--- src/rtl/oak_pkg.sv ---
// Shared frame constants, FSM state encoding and byte-selection helpers for the
// oak constant streamer. Frame layout: SYNC, 4-byte id, COUNT, four 8-byte
// doubles, checksum -- every multi-byte field most significant byte first.
package oak_pkg;

    localparam logic [7:0] SYNC_BYTE  = 8'h5A;
    localparam logic [7:0] COUNT_BYTE = 8'h04;
    localparam int         FRAME_LEN  = 39;

    typedef enum logic [2:0] {
        ST_IDLE = 3'd0,
        ST_SYNC = 3'd1,
        ST_ID   = 3'd2,
        ST_CNT  = 3'd3,
        ST_PAY  = 3'd4,
        ST_CSUM = 3'd5
    } state_e;

    // Everything captured when a frame is accepted.
    typedef struct packed {
        logic [31:0] id;
        logic [63:0] phi;
        logic [63:0] pi;
        logic [63:0] e;
        logic [63:0] trinity;
    } snap_t;

    // Byte idx of the node id, idx 0 = most significant.
    function automatic logic [7:0] id_byte(input logic [31:0] id, input logic [1:0] idx);
        logic [7:0] b;
        case (idx)
            2'd0:    b = id[31:24];
            2'd1:    b = id[23:16];
            2'd2:    b = id[15:8];
            default: b = id[7:0];
        endcase
        return b;
    endfunction

    // Byte idx of a 64-bit word, idx 0 = most significant.
    function automatic logic [7:0] dword_byte(input logic [63:0] w, input logic [2:0] idx);
        logic [7:0] b;
        case (idx)
            3'd0:    b = w[63:56];
            3'd1:    b = w[55:48];
            3'd2:    b = w[47:40];
            3'd3:    b = w[39:32];
            3'd4:    b = w[31:24];
            3'd5:    b = w[23:16];
            3'd6:    b = w[15:8];
            default: b = w[7:0];
        endcase
        return b;
    endfunction

    // Payload byte: word selects phi/pi/e/trinity, idx selects the byte within it.
    function automatic logic [7:0] pay_byte(input snap_t s, input logic [1:0] word,
                                            input logic [2:0] idx);
        logic [63:0] w;
        case (word)
            2'd0:    w = s.phi;
            2'd1:    w = s.pi;
            2'd2:    w = s.e;
            default: w = s.trinity;
        endcase
        return dword_byte(w, idx);
    endfunction

endpackage

--- src/rtl/oak_xor_accum.sv ---
// Purpose: 8-bit XOR accumulator with synchronous clear and enable.
// Latency: result visible one cycle after clr/en; clr has priority over en.
// Backpressure: none; the caller gates en with its own handshake.
// Ports: clk/rst (async active-high), clr, en, din[7:0] in; acc[7:0] out.
module oak_xor_accum (
    input  logic       clk,
    input  logic       rst,
    input  logic       clr,
    input  logic       en,
    input  logic [7:0] din,
    output logic [7:0] acc
);

    logic [7:0] acc_q;
    logic [7:0] acc_d;

    always_comb begin
        acc_d = acc_q;
        if (clr) begin
            acc_d = 8'h00;
        end else if (en) begin
            acc_d = acc_q ^ din;
        end
    end

    always_ff @(posedge clk or posedge rst) begin
        if (rst) begin
            acc_q <= 8'h00;
        end else begin
            acc_q <= acc_d;
        end
    end

    assign acc = acc_q;

endmodule

--- src/rtl/oak_const_streamer.sv ---
// Purpose: streams one 39-byte frame (SYNC, id, COUNT, phi/pi/e/trinity, CSUM) per start.
// Latency: m_valid rises the cycle after an accepted start; 39 cycles per frame at full rate.
// Backpressure: valid/ready; m_data/m_last hold while m_ready is low, start ignored while busy.
// Ports: clk, rst (async active-high); phi/pi/e/trinity[63:0], phoenix_id[31:0], start in;
//        m_data[7:0], m_valid, m_last out, m_ready in; busy, done out.
module oak_const_streamer
    import oak_pkg::*;
(
    input  logic        clk,
    input  logic        rst,
    input  logic [63:0] phi,
    input  logic [63:0] pi,
    input  logic [63:0] e,
    input  logic [63:0] trinity,
    input  logic [31:0] phoenix_id,
    input  logic        start,
    output logic [7:0]  m_data,
    output logic        m_valid,
    input  logic        m_ready,
    output logic        m_last,
    output logic        busy,
    output logic        done
);

    state_e      state_q,    state_d;
    snap_t       snap_q,     snap_d;
    logic [1:0]  id_cnt_q,   id_cnt_d;
    logic [2:0]  byte_cnt_q, byte_cnt_d;
    logic [1:0]  word_cnt_q, word_cnt_d;
    logic [7:0]  m_data_q,   m_data_d;
    logic        m_valid_q,  m_valid_d;
    logic        m_last_q,   m_last_d;
    logic        busy_q,     busy_d;
    logic        done_q,     done_d;

    logic       hs;
    logic       accept;
    logic       csum_en;
    logic [7:0] csum;

    assign hs     = m_valid_q & m_ready;
    assign accept = start & ~busy_q;

    // Everything between SYNC and CSUM feeds the checksum; the byte being
    // handshaken is the registered one on m_data.
    assign csum_en = hs & ((state_q == ST_ID) | (state_q == ST_CNT) | (state_q == ST_PAY));

    oak_xor_accum u_csum (
        .clk (clk),
        .rst (rst),
        .clr (accept),
        .en  (csum_en),
        .din (m_data_q),
        .acc (csum)
    );

    // Outputs are registered: on each handshake the byte for the following
    // position is computed here and loaded, so there are no bubbles at full rate.
    always_comb begin
        state_d    = state_q;
        snap_d     = snap_q;
        id_cnt_d   = id_cnt_q;
        byte_cnt_d = byte_cnt_q;
        word_cnt_d = word_cnt_q;
        m_data_d   = m_data_q;
        m_valid_d  = m_valid_q;
        m_last_d   = m_last_q;
        busy_d     = busy_q;
        done_d     = 1'b0;

        case (state_q)
            ST_IDLE: begin
                if (accept) begin
                    state_d    = ST_SYNC;
                    snap_d     = '{id: phoenix_id, phi: phi, pi: pi, e: e, trinity: trinity};
                    id_cnt_d   = 2'd0;
                    byte_cnt_d = 3'd0;
                    word_cnt_d = 2'd0;
                    m_data_d   = SYNC_BYTE;
                    m_valid_d  = 1'b1;
                    m_last_d   = 1'b0;
                    busy_d     = 1'b1;
                end
            end
            ST_SYNC: begin
                if (hs) begin
                    state_d  = ST_ID;
                    m_data_d = id_byte(snap_q.id, 2'd0);
                end
            end
            ST_ID: begin
                if (hs) begin
                    if (id_cnt_q == 2'd3) begin
                        state_d  = ST_CNT;
                        id_cnt_d = 2'd0;
                        m_data_d = COUNT_BYTE;
                    end else begin
                        id_cnt_d = id_cnt_q + 2'd1;
                        m_data_d = id_byte(snap_q.id, id_cnt_q + 2'd1);
                    end
                end
            end
            ST_CNT: begin
                if (hs) begin
                    state_d  = ST_PAY;
                    m_data_d = pay_byte(snap_q, 2'd0, 3'd0);
                end
            end
            ST_PAY: begin
                if (hs) begin
                    if (byte_cnt_q == 3'd7) begin
                        byte_cnt_d = 3'd0;
                        if (word_cnt_q == 2'd3) begin
                            state_d    = ST_CSUM;
                            word_cnt_d = 2'd0;
                            // Fold in the last payload byte, which the
                            // accumulator only absorbs on this same edge.
                            m_data_d   = csum ^ m_data_q;
                            m_last_d   = 1'b1;
                        end else begin
                            word_cnt_d = word_cnt_q + 2'd1;
                            m_data_d   = pay_byte(snap_q, word_cnt_q + 2'd1, 3'd0);
                        end
                    end else begin
                        byte_cnt_d = byte_cnt_q + 3'd1;
                        m_data_d   = pay_byte(snap_q, word_cnt_q, byte_cnt_q + 3'd1);
                    end
                end
            end
            ST_CSUM: begin
                if (hs) begin
                    state_d   = ST_IDLE;
                    m_data_d  = 8'h00;
                    m_valid_d = 1'b0;
                    m_last_d  = 1'b0;
                    busy_d    = 1'b0;
                    done_d    = 1'b1;
                end
            end
            default: begin
                state_d   = ST_IDLE;
                m_valid_d = 1'b0;
                m_last_d  = 1'b0;
                busy_d    = 1'b0;
            end
        endcase
    end

    always_ff @(posedge clk or posedge rst) begin
        if (rst) begin
            state_q    <= ST_IDLE;
            snap_q     <= '0;
            id_cnt_q   <= 2'd0;
            byte_cnt_q <= 3'd0;
            word_cnt_q <= 2'd0;
            m_data_q   <= 8'h00;
            m_valid_q  <= 1'b0;
            m_last_q   <= 1'b0;
            busy_q     <= 1'b0;
            done_q     <= 1'b0;
        end else begin
            state_q    <= state_d;
            snap_q     <= snap_d;
            id_cnt_q   <= id_cnt_d;
            byte_cnt_q <= byte_cnt_d;
            word_cnt_q <= word_cnt_d;
            m_data_q   <= m_data_d;
            m_valid_q  <= m_valid_d;
            m_last_q   <= m_last_d;
            busy_q     <= busy_d;
            done_q     <= done_d;
        end
    end

    assign m_data  = m_data_q;
    assign m_valid = m_valid_q;
    assign m_last  = m_last_q;
    assign busy    = busy_q;
    assign done    = done_q;

endmodule

--- config.mk ---
export PLATFORM = sky130hd
export DESIGN_NAME = oak_const_streamer
export DESIGN_NICKNAME = d
export VERILOG_FILES = /design/src/rtl/oak_pkg.sv /design/src/rtl/oak_xor_accum.sv /design/src/rtl/oak_const_streamer.sv
export SDC_FILE = /design/constraint.sdc
export NUM_CORES = 1
export LEC_CHECK = 0
export ABC_AREA = 0
export BUFFER_PORTS_ARGS = -buffer_cell sky130_fd_sc_hd__buf_4
export CORE_MARGIN = 1.5
export CORE_UTILIZATION = 44
export DETAILED_ROUTE_END_ITERATION = 16
export PLACE_DENSITY = 0.66
export SLEW_MARGIN = 5
export SYNTH_ARGS = -nofsm -noshare
export SYNTH_HDL_FRONTEND = slang
export SYNTH_SLANG_ARGS = --single-unit
--- constraint.sdc ---
create_clock -name clk -period 13.3 [get_ports clk]
set_input_delay 0.665 -clock clk [delete_from_list [all_inputs] [get_ports clk]]
set_output_delay 0.665 -clock clk [all_outputs]
set_load 0.005 [all_outputs]
Yosys cells after proc, flatten, opt, wreduce, memory -nomap -nowiden

Index checks and enable logic that the tools add are counted.
Widths: inputs -> output; s select.

Register bits: 317
Input port bits: 292
Output and inout bits: 12
Logic and storage cells: 122

Add/subtract/negate cells: 3
Eq/ne operators: 29
Mux-type cells: 48
Bitwise operators: 9
Reductions and logical operators: 19

Operators by type and width:

| cell               | count |
|---|---|
| $pmux 64 s3        | 2 |
| $mux 8             | 11 |
| $pmux 8 s7         | 1 |
| $pmux 8 s6         | 1 |
| $mux 3             | 12 |
| $pmux 8 s3         | 1 |
| $eq 3x3->1 const B | 6 |
| $pmux 3 s6         | 1 |
| $eq 3x2->1 const B | 4 |
| $mux 2             | 6 |
| $ne 2x2->1 const B | 6 |
| $eq 2x2->1 const B | 5 |
| $reduce_and 3->1   | 3 |
| $reduce_and 9->1   | 1 |
| $mux 1             | 8 |
| $pmux 2 s2         | 2 |
| $xor 8x8->8        | 1 |
| $reduce_and 7->1   | 1 |
| $eq 2x1->1 const B | 3 |
| $eq 3x1->1 const B | 2 |
| $logic_not 2->1    | 3 |
| $logic_not 3->1    | 2 |
| $ne 2x1->1 const B | 3 |
| $pmux 3 s2         | 1 |
| 14 further kinds   | 22 |

Logic depth before layout (Yosys ltp)

Gate-level depths: netlist (run 1).

Word-level depth: 7
Depth in mapped cells: 10
Mapped depth without buffers: 7

By module

Synthesis (run 1) repeated with hierarchy kept, for this count alone.

Cell total of the unflattened synthesis: 1,197
Area, all modules: 14,963.1 um^2

By module, submodules not included:

| module             | instances | cells an instance | area an instance (um^2) | seq. area each (um^2) |
|---|---|---|---|---|
| oak_const_streamer | 1         | 1,161             | 14,552.7                | 7,732.4 |
| oak_xor_accum      | 1         | 36                | 410.4                   | 200.2 |

Worst setup path before layout (run 1)

Ideal clock, no wire load.

Path type: reg2reg
From: register byte_cnt_q[0]
To: register m_data_q[7] (netlist: m_data[7])
Setup time: 0.126 ns
Arrival: 2.047 ns
Required time: 13.174 ns
Setup slack: 11.127 ns
Stages on the path, launching flop included: 8
Buffers on the path: 1
Clock period less this slack: 2.173 ns
Path through: dfrtp_1 -> ha_1 -> ha_1 -> buf_4 -> nor2b_2 -> or4_1 -> o21a_1 -> a221o_1

Longest elaborated chain between the ends: 6
Elaborated cells between the ends (all ways): 13
Those cells by class: 1 x add/sub; 7 x eq/ne; 4 x mux; 1 x reduce/logical

RTL lines:

| item                                     | line                      | source |
|---|---|---|
| from (decl)                              | oak_const_streamer.sv:28  | `logic [2:0] byte_cnt_q, byte_cnt_d;` |
| from (signal assigned)                   | oak_const_streamer.sv:165 | `byte_cnt_q <= byte_cnt_d;` |
| $add 3x1->3                              | oak_const_streamer.sv:126 | `m_data_d = pay_byte(snap_q, word_cnt_q, byte_cnt_q + 3'd1);` |
| $eq 3x3->1, or another cell as far along | oak_pkg.sv:43             | `case (idx)` |
| $pmux 8 s7                               | oak_pkg.sv:43             |  |
| $mux 8 (*)                               | oak_const_streamer.sv:111 | `if (byte_cnt_q == 3'd7) begin` |
| $mux 8 (*)                               | oak_const_streamer.sv:110 | `if (hs) begin` |
| $pmux 8 s6 (*)                           | oak_const_streamer.sv:71  | `case (state_q)` |
| to (signal assigned)                     | oak_const_streamer.sv:167 | `m_data_q <= m_data_d;` |
| to (decl)                                | oak_const_streamer.sv:30  | `logic [7:0] m_data_q, m_data_d;` |

Mark *: on every way between the ends. The rest lies on a longest branch, timed or not. The select of a mux whose other input is x is not followed.
A chain may end at the register's enable or synchronous reset.

Final worst setup path (run 1)

From: register state_q[1]
To: register snap_q[14] (netlist bit)

Longest elaborated chain between the ends: 2

RTL lines:

| item                              | line                      | source |
|---|---|---|
| from (decl)                       | oak_const_streamer.sv:25  | `state_e state_q, state_d;` |
| from (signal assigned)            | oak_const_streamer.sv:162 | `state_q <= state_d;` |
| $logic_not 3->1                   | oak_const_streamer.sv:71  |  |
| $reduce_and 2->1 (no source line) | -                         |  |
| to (signal assigned)              | oak_const_streamer.sv:163 | `snap_q <= snap_d;` |
| to (decl)                         | oak_const_streamer.sv:26  | `snap_t snap_q, snap_d;` |

No other way between the ends.

==> impl_metrics.tcl, run 1 <==
set metrics [dict create \
    critPathKind "register to register" \
    routed-wl-met2_mm 21.5 \
    placed_cell_area_um2 17400 \
    die-area_um2 35200 \
    slowest_stage "buf_4" \
    die_y_um 188 \
    yosysWarnings 0 \
    leakagePower_uw 0.00955 \
    topRoutingLayerUsed "met4" \
    fmaxAchievable_mhz 282 \
    min_period_over_period_pct 26.7 \
    numPortBuffers 303 \
    rr_worst_depth 4 \
    cts.path.max_buffers 3 \
    synth_compound_area_share_pct 13.4 \
    grt_max_degree 119 \
    firstDrtPassIters 6 \
    syn_inst 1765 \
    path_clk_slew_ns 0.06 \
    synth_area_um2 15000 \
    peakVddDrop_v 0.0000999 \
    muxShareOfSynthArea_pct 0.876 \
    synthAdderAreaFrac_pct 1.42 \
    critPathRequiredTime_ns 13.64 \
    p_per_area_nw_per_um2 212 \
    avgSynthCellArea_um2 8.50 \
    vias 13357 \
    ctsHoldBuffers 0 \
    cts_root_buf "clkbuf_16" \
    grtUsageTotal_pct 26.7 \
    io_pins 304 \
    areaGrowthSynthToFinish_pct 24.4 \
    layout_min_cycle_time_ns 3.55 \
    grt_pass1_vias 13359 \
    cts_resized 0 \
    cts_num_sinks 317 \
    max_stage_delay_ns 1.02 \
    hold_slack_ns 0.251 \
    cp-end-kind "register" \
    ys_types 61 \
    initialDrtViolationCount 1374 \
    cp_num_buf_inv 1 \
    crit_chain "nor3_2 -> and2_4 -> buf_4 -> o21ai_0" \
    ys_seq_area_share_pct 52.9 \
    drive_gt1_share_pct 19.5 \
    overflow 0 \
    synth_top_family_by_area "simple AND/OR/NAND/NOR gates" \
    finalNetCount 2308 \
    max_slew.worst_pin.slew_ns 1.15 \
    drt-met1-wl_mm 20.5 \
    ant_nets 0 \
    synth-simple-area-share_pct 26.1 \
    htree_levels 2 \
    final_hold_viol_count 0 \
    wl_met3_mm 3.71 \
    antenna_found_initial 1 \
    ys_seq_elements 317 \
    grt_pass1_wl_mm 73.9 \
    cp-start-kind "register" \
    wire_per_inst_um 19.1 \
    slew_violations 0 \
    gp_congestion 0.878 \
    layout_commonest_cell "nand2_1" \
    ys.flop_type "dfrtp_1" \
    dpl.hpwl_mm 32.5 \
    async_reset_ff_share_pct 100 \
    start_util_pct 44.7 \
    relSlewSlack_pct 23.2 \
    setup_violations 0 \
    via_per_inst 5.40 \
    crit_fanout 118 \
    final_area_um2 18700 \
    numCtsBuffers 37 \
    cp_top_family "simple AND/OR/NAND/NOR gates" \
    min_path_type "input port to async pin" \
    drt-total-wl_mm 47.3 \
    post-cts-setup-buffers 0 \
    syn_nets 2074 \
    arrival_ns 3.89 \
    clock_skew_ns 0.0142 \
    final.fill_count 3136 \
    drc 0 \
    fp.dieW_um 188 \
    final_cell_mix "nand2_1 (850), dfrtp_1 (317), buf_4 (315)" \
    rsz0062_at_grt "false" \
    synth_xor_area_share_pct 0.526 \
    fin_tns_setup_ns 0 \
    synth_edf_count 0 \
    clk_latency_ns 0.52 \
    path_depth 4 \
    coreArea_um2 33500 \
    tritoncts "done" \
    status "completed" \
    maxCapViolations 0 \
    core.rowCount 67 \
]
[power by group]
| group | total, uW | internal [uW] | leakage [uW] | switching, uW |
|---|---|---|---|---|
| combinational | 1150 | 470 | 0.00496 | 679 |
| sequential | 1750 | 1430 | 0.00397 | 325 |
| clock | 1050 | 647 | 0.000628 | 400 |
| total | 3950 | 2550 | 0.00955 | 1400 |
[per-stage QoR]
step,instances,util [%],power [uW],setup slack [ns]
after floorplan,1765,-,2470,3.86
after global placement,2408,51.9,2860,9.93
after detailed placement,2408,51.9,2900,9.73
after CTS,2474,55.7,3960,9.72
after global routing,2475,55.7,4210,9.38
final,2475,55.7,3950,9.75
[metal layers]
layer	GRT usage, %	vias to the layer above
li1	-	6327
met4	9.08	0
met1	37.7	6401
met2	41.4	538
met5	0	-
met3	4.96	91
[registers in the layout (all words and copies together), names as in the netlist]
name,cells
done,1
u_csum.acc,8
word_cnt_q,2
id_cnt_q,2
state_q,3
m_last,1
snap_q,288
byte_cnt_q,3
busy,1
m_data,8
[worst reg2reg max path: stages, from the launching register on]
cell	delay, ns
dfrtp_1	0.67
nor3_2	0.49
and2_4	0.92
buf_4	1.04
o21ai_0	0.25
[final timing paths]
| check | start | end | slack (ns) |
|---|---|---|---|
| min reg2reg | snap_q[34] | snap_q[34] | 0.47 |
| max | state_q[1] | snap_q[14] | 9.75 |
| min in group clk | phoenix_id[11] | snap_q[267] | 0.33 |
| min | rst | snap_q[140] | 0.25 |
| max reg2reg | state_q[1] | snap_q[14] | 9.75 |
| max in group asynchronous | rst | snap_q[24] | 10.58 |
[cells in the mapped netlist (3+ instances only)]
master / number / area share [%]
nor3b_1: 8 / 0.40
dfrtp_1: 317 / 53
buf_1: 3 / 0.075
clkbuf_1: 51 / 1.3
nand2_1: 851 / 21
o31ai_1: 3 / 0.15
nor2_1: 32 / 0.80
a22oi_1: 29 / 1.5
buf_6: 3 / 0.23
a221o_1: 3 / 0.20
buf_4: 7 / 0.35
nor2b_1: 31 / 1.3
a211oi_1: 25 / 1.3
o21ai_1: 17 / 0.57
inv_1: 37 / 0.93
a21oi_1: 59 / 2.0
nand2b_1: 7 / 0.29
a221oi_1: 22 / 1.3
o21ai_0: 40 / 1.3
xnor2_1: 8 / 0.47
o2111ai_1: 5 / 0.29
nand3_1: 14 / 0.47
ha_1: 17 / 1.4
buf_2: 56 / 1.9
o22a_1: 3 / 0.18
nor4_1: 6 / 0.25
mux2i_1: 12 / 0.80
a222oi_1: 51 / 3.4
a31oi_1: 6 / 0.25
[logic make-up after synthesis]
| family | Yosys count |
|---|---|
| simple gates | 970 |
| flops | 317 |
| compound gates | 281 |
| buf+inv | 158 |
| fa+ha+maj | 17 |
| mux | 13 |
| xor+xnor | 9 |
[cell type report]
cell class | count | area (um2) | area share [%]
sequential | 317 | 7930 | 42.5
clock buffer | 60 | 1180 | 6.35
inverter | 38 | 150 | 0.804
tap | 448 | 561 | 3.00
clock inverter | 6 | 83.8 | 0.449
timing repair buffer | 315 | 2360 | 12.7
antenna | 1 | 2.50 | 0.0134
multi-input combinational | 1290 | 6380 | 34.2
No activity file was read; power rests on OpenSTA's default activity.
==> run 2, diff against run 1 <==
- PLACE_DENSITY: 0.66 -> 0.69
- clock period: 13.3 -> 3 ns (I/O delays scaled with it)
==> run 2 against run 1 <==
Design area grew 17%. First-iteration DRC count increased by 14%. Total power grew to 4.7 times the previous value. Cell count is 12% higher. Critical path type unchanged.
==> impl_metrics.tcl, run 2 (synthesis results as in run 1) <==
set metrics [dict create \
    status "completed" \
    peakVddDrop_v 0.000571 \
    whs_path_depth 4 \
    core.rowCount 67 \
    cts_num_sinks 317 \
    r2r-start "word_cnt_q[0]" \
    finish.utilization_pct 65.3 \
    finalNetCount 2612 \
    layout_commonest_cell "nand2_1" \
    final_hold_viol_count 0 \
    critPathLaunch "word_cnt_q[0]" \
    routed-wl-met2_mm 25.9 \
    placed_cell_area_um2 17700 \
    fmaxAchievable_mhz 366 \
    firstDrtPassIters 14 \
    hold_path_end "busy" \
    numCtsBuffers 35 \
    critPathKind "register to register" \
    cts.path.max_buffers 3 \
    min_period_over_period_pct 91.1 \
    cp-end-kind "register" \
    rr_worst_depth 8 \
    hold_slack_ns 0.0181 \
    p_per_area_nw_per_um2 849 \
    grt_pass1_vias 15489 \
    topRoutingLayerUsed "met4" \
    antenna_found_initial 3 \
    max_slew.worst_pin.slew_ns 0.687 \
    reg2reg_slack_ns 0.27 \
    ant_nets 0 \
    fp.dieW_um 188 \
    overflow 0 \
    wire_per_inst_um 19.8 \
    min_path_type "input port to register" \
    dpl.hpwl_mm 35.7 \
    vias 15290 \
    coreArea_um2 33500 \
    largest_reg_flops 288 \
    critPathRequiredTime_ns 3.40 \
    clk_latency_ns 0.52 \
    gp_congestion 0.938 \
    htree_levels 2 \
    cp-start-kind "register" \
    areaGrowthSynthToFinish_pct 45.9 \
    maxCapViolations 0 \
    layout_min_cycle_time_ns 2.73 \
    initialDrtViolationCount 1570 \
    drt-met1-wl_mm 22.7 \
    rr_endpoint "m_data[1]" \
    setup_violations 0 \
    tritoncts "done" \
    die_y_um 188 \
    clock_skew_ns 0.0207 \
    rsz0062_at_grt "false" \
    holdCritStartpoint "m_ready" \
    start_util_pct 44.7 \
    final_area_um2 21900 \
    numPortBuffers 303 \
    leakagePower_uw 0.0109 \
    drt-total-wl_mm 55.0 \
    final.fill_count 2553 \
    via_per_inst 5.50 \
    grtUsageTotal_pct 31.2 \
    crit_fanout 21 \
    relSlewSlack_pct 54.2 \
    post-cts-setup-buffers 0 \
    path_clk_slew_ns 0.06 \
    die-area_um2 35200 \
    slew_violations 0 \
    arrival_ns 3.14 \
    cts_root_buf "clkbuf_16" \
    wl_met3_mm 4.13 \
    drive_gt1_share_pct 17.7 \
    finalPower_uw 18600 \
    final_cell_mix "nand2_1 (850), buf_4 (318), dfrtp_1 (317)" \
    top_register "snap_q" \
    grt_max_degree 117 \
    drc 0 \
    grt_pass1_wl_mm 86.1 \
    io_pins 304 \
]
run 2: what timing repair did:
action	4_1_cts	5_1_grt
hold buffers	289	0
hold endpoints to repair	605	0
gates resized for setup	0	0
run 2: area by class of cell:
type | count | area (um2) | area share (%)
timing repair buffer | 621 | 5560 | 25.4
clock inverter | 15 | 265 | 1.21
inverter | 38 | 146 | 0.669
tap | 448 | 561 | 2.56
sequential | 317 | 7930 | 36.2
antenna | 3 | 7.51 | 0.0343
clock buffer | 48 | 1030 | 4.69
multi-input combinational | 1290 | 6380 | 29.2
run 2: worst max path at each step:
stage	to	slack [ns]
6_report	m_data[1]	0.27
5_1_grt	m_data[2]	0.12
4_1_cts	m_data[1]	0.29
3_5_place_dp	m_data[1]	0.30
3_3_place_gp	m_data[7]	0.38
2_1_floorplan	busy	-1.37
run 2: metrics by stage:
step           instances  setup WS (ns)  TNS [ns]
2_1_floorplan       1765          -1.37   -435.82
3_3_place_gp        2425          0.381         0
3_5_place_dp        2425          0.305         0
4_1_cts             2777          0.290         0
5_1_grt             2780          0.123         0
6_report            2780          0.266         0
run 2: where the power goes:
part	switching (uW)	internal, uW
logic	3260	2410
registers	1780	6340
clock network	1780	3000
total	6820	11800
run 2: routing by layer:
layer  vias to the layer above  track usage, %
met3                       154            5.60
li1                       6935               -
met5                         -               0
met4                         0            13.6
met1                      7454            41.3
met2                       747            50.2
run 2: critical path, stage by stage (launching register included):
cell	delay, ns
dfrtp_1	0.50
inv_1	0.14
ha_2	0.37
buf_4	0.26
a222oi_1	0.50
a211oi_1	0.17
nor4_1	0.32
a31oi_1	0.18
o22a_1	0.18
==> run 3, diff against run 2 <==
- ABC_AREA: 0 -> 1
==> run 3 against run 2 <==
Synthesized cell count increased by 16%. Setup slack improved by 0.18 ns. Utilization decreased by 1.3 points. Maximum frequency increased by 7.0%. Die area increased by 2.4%. Synthesized area increased by 2.5%. Sequential share of layout area decreased by 0.27 points. Sequential power decreased by 7.4%. Via count increased by 5.3%. Sequential cell count unchanged. Largest cell class unchanged. Highest routed layer unchanged.
==> impl_metrics.tcl, run 3 <==
set metrics [dict create \
    p_per_area_nw_per_um2 881 \
    critPathMostFrequentCell "nand2_1" \
    whs_path_depth 5 \
    synth_area_um2 15400 \
    slowest_stage "nand3_1" \
    grt_pass1_wl_mm 87.7 \
    leakagePower_uw 0.0114 \
    gp_congestion 0.933 \
    areaGrowthSynthToFinish_pct 43.4 \
    setup_violations 0 \
    path_clk_slew_ns 0.06 \
    cts.path.max_buffers 3 \
    grt_pass1_vias 16000 \
    async_reset_ff_share_pct 100 \
    finalNetCount 2904 \
    largest_reg_flops 288 \
    status "completed" \
    io_pins 304 \
    numPortBuffers 303 \
    max_stage_delay_ns 0.50 \
    layout_min_cycle_time_ns 2.56 \
    reg2reg_slack_ns 0.44 \
    ys_types 31 \
    ys_seq_area_share_pct 51.6 \
    crit_chain "ha_1 -> ha_1 -> inv_1 -> nand2_1 -> nand3_1 -> a21oi_1 -> nand2_1 -> nand3_1 -> nand2_1 -> nand2_1 -> nand2_1 -> nand2_1" \
    die-area_um2 36100 \
    rr_worst_depth 12 \
    syn_inst 2056 \
    ys_seq_elements 317 \
    drt-total-wl_mm 56.3 \
    cts_num_sinks 317 \
    cp_top_family "simple AND/OR/NAND/NOR gates" \
    layout_commonest_cell "nand2_1" \
    top_register "snap_q" \
    yosysWarnings 0 \
    htree_levels 2 \
    coreArea_um2 34500 \
    cts_root_buf "clkbuf_16" \
    fin_tns_setup_ns 0 \
    clock_skew_ns 0.0176 \
    crit_fanout 15 \
    overflow 0 \
    fmaxAchievable_mhz 391 \
    final_hold_viol_count 0 \
    via_per_inst 5.23 \
    grt_max_degree 168 \
    antenna_found_initial 3 \
    ys.flop_type "dfrtp_1" \
    rr_endpoint "m_data[0]" \
    synth_edf_count 0 \
    tritoncts "done" \
    hold_path_end "u_csum.acc[2]" \
    maxCapViolations 0 \
    yosys.area.top_type "dfrtp_1" \
    min_path_type "input port to register" \
    numCtsBuffers 35 \
    rsz0062_at_grt "false" \
    dpl.hpwl_mm 36.5 \
    syn_nets 2365 \
    r2r-start "byte_cnt_q[0]" \
    fp.dieW_um 190 \
    post-cts-setup-buffers 0 \
    critPathKind "register to register" \
    vias 16094 \
    synth.most_common_cell "nand2_1" \
    relSlewSlack_pct 43.5 \
    ant_nets 0 \
    drc 0 \
    clk_latency_ns 0.52 \
    firstDrtPassIters 6 \
    synth.top_cells.by_count "nand2_1 (1035), dfrtp_1 (317), o21ai_0 (140)" \
    slew_violations 0 \
    peakVddDrop_v 0.000432 \
    cp-end-kind "register" \
    final_area_um2 22000 \
    final_cell_mix "nand2_1 (1035), dfrtp_1 (317), buf_4 (315)" \
    cp-start-kind "register" \
    holdCritStartpoint "start" \
    drive_gt1_share_pct 15.6 \
    initialDrtViolationCount 1742 \
    cp_num_buf_inv 1 \
    max_slew.worst_pin.slew_ns 0.846 \
    avgSynthCellArea_um2 7.48 \
    grtUsageTotal_pct 31.4 \
    wire_per_inst_um 18.3 \
    critPathRequiredTime_ns 3.46 \
    synth_top_area_share_pct 51.6 \
    min_period_over_period_pct 85.2 \
    die_y_um 190 \
    synthTopCellsByArea "dfrtp_1 (52%), nand2_1 (25%), o21ai_0 (4.6%), a21oi_1 (4.0%), inv_1 (2.8%)" \
    start_util_pct 44.6 \
    core.rowCount 68 \
    placed_cell_area_um2 18000 \
    arrival_ns 3.01 \
]
run 3: final cells by class:
class,instances,area (um2)
clock inverter,18,170
antenna,3,7.51
clock buffer,46,1020
tap,455,569
timing repair buffer,613,5440
inverter,122,467
fill,2805,12400
sequential,317,7930
multi-input combinational,1506,6440
run 3: kinds of logic after synthesis:
logic type      synth area share [%]
simple gates                    29.3
flops                           51.6
compound gates                  10.6
buf+inv                         6.59
xor+xnor                       0.456
fa+ha+maj                       1.38
run 3: timing repair:
| action | 4_1_cts | 5_1_grt |
|---|---|---|
| gates resized for setup | 0 | 0 |
| hold endpoints to repair | 313 | 0 |
| endpoints found under the setup margin | 0 | 0 |
| hold buffers | 289 | 0 |
run 3: worst max-delay path by stage:
stage | from | endpoint | slack, ns | cells past startpoint
6_report | byte_cnt_q[0] | m_data[0] | 0.44 | 12
5_1_grt | byte_cnt_q[0] | m_data[0] | 0.26 | 12
4_1_cts | byte_cnt_q[0] | m_data[0] | 0.44 | 12
3_5_place_dp | byte_cnt_q[0] | m_data[0] | 0.47 | 12
3_3_place_gp | word_cnt_q[1] | m_data[3] | 0.59 | 10
2_1_floorplan | rst | busy | -1.37 | 1
run 3: metrics by stage:
| step | setup WS [ns] | total power [uW] | hold WS, ns | std cells | util, % |
|---|---|---|---|---|---|
| finish | 0.444 | 19400 | 0.168 | 3080 | 64.0 |
| floorplan | -1.37 | 12000 | 0.267 | 2056 | - |
| detailed placement | 0.468 | 14500 | 0.356 | 2724 | 52.1 |
| global placement | 0.595 | 14300 | 0.350 | 2724 | 52.1 |
| CTS | 0.444 | 19300 | 0.159 | 3077 | 64.0 |
| global route | 0.255 | 20700 | 0.192 | 3080 | 64.0 |
run 3: metal layers:
layer  part of all wire [%]  GRT usage, %  vias to the layer above
li1                       -             -                     7516
met1                     42          43.5                     7594
met2                     45          48.4                      810
met3                    8.3          4.81                      174
met4                    4.8          14.7                        0
met5                      0             0                        -
run 3: report_power, final:
part	internal (uW)	total [uW]	switching [uW]
Sequential	6250	7520	1280
Combinational	2680	7480	4800
Clock	2590	4410	1830
run 3: worst min-delay path, stage by stage:
cell     delay [ns]
buf_4          0.08
nand2_1        0.09
buf_4          0.19
nand3_1        0.08
nand2_1        0.05
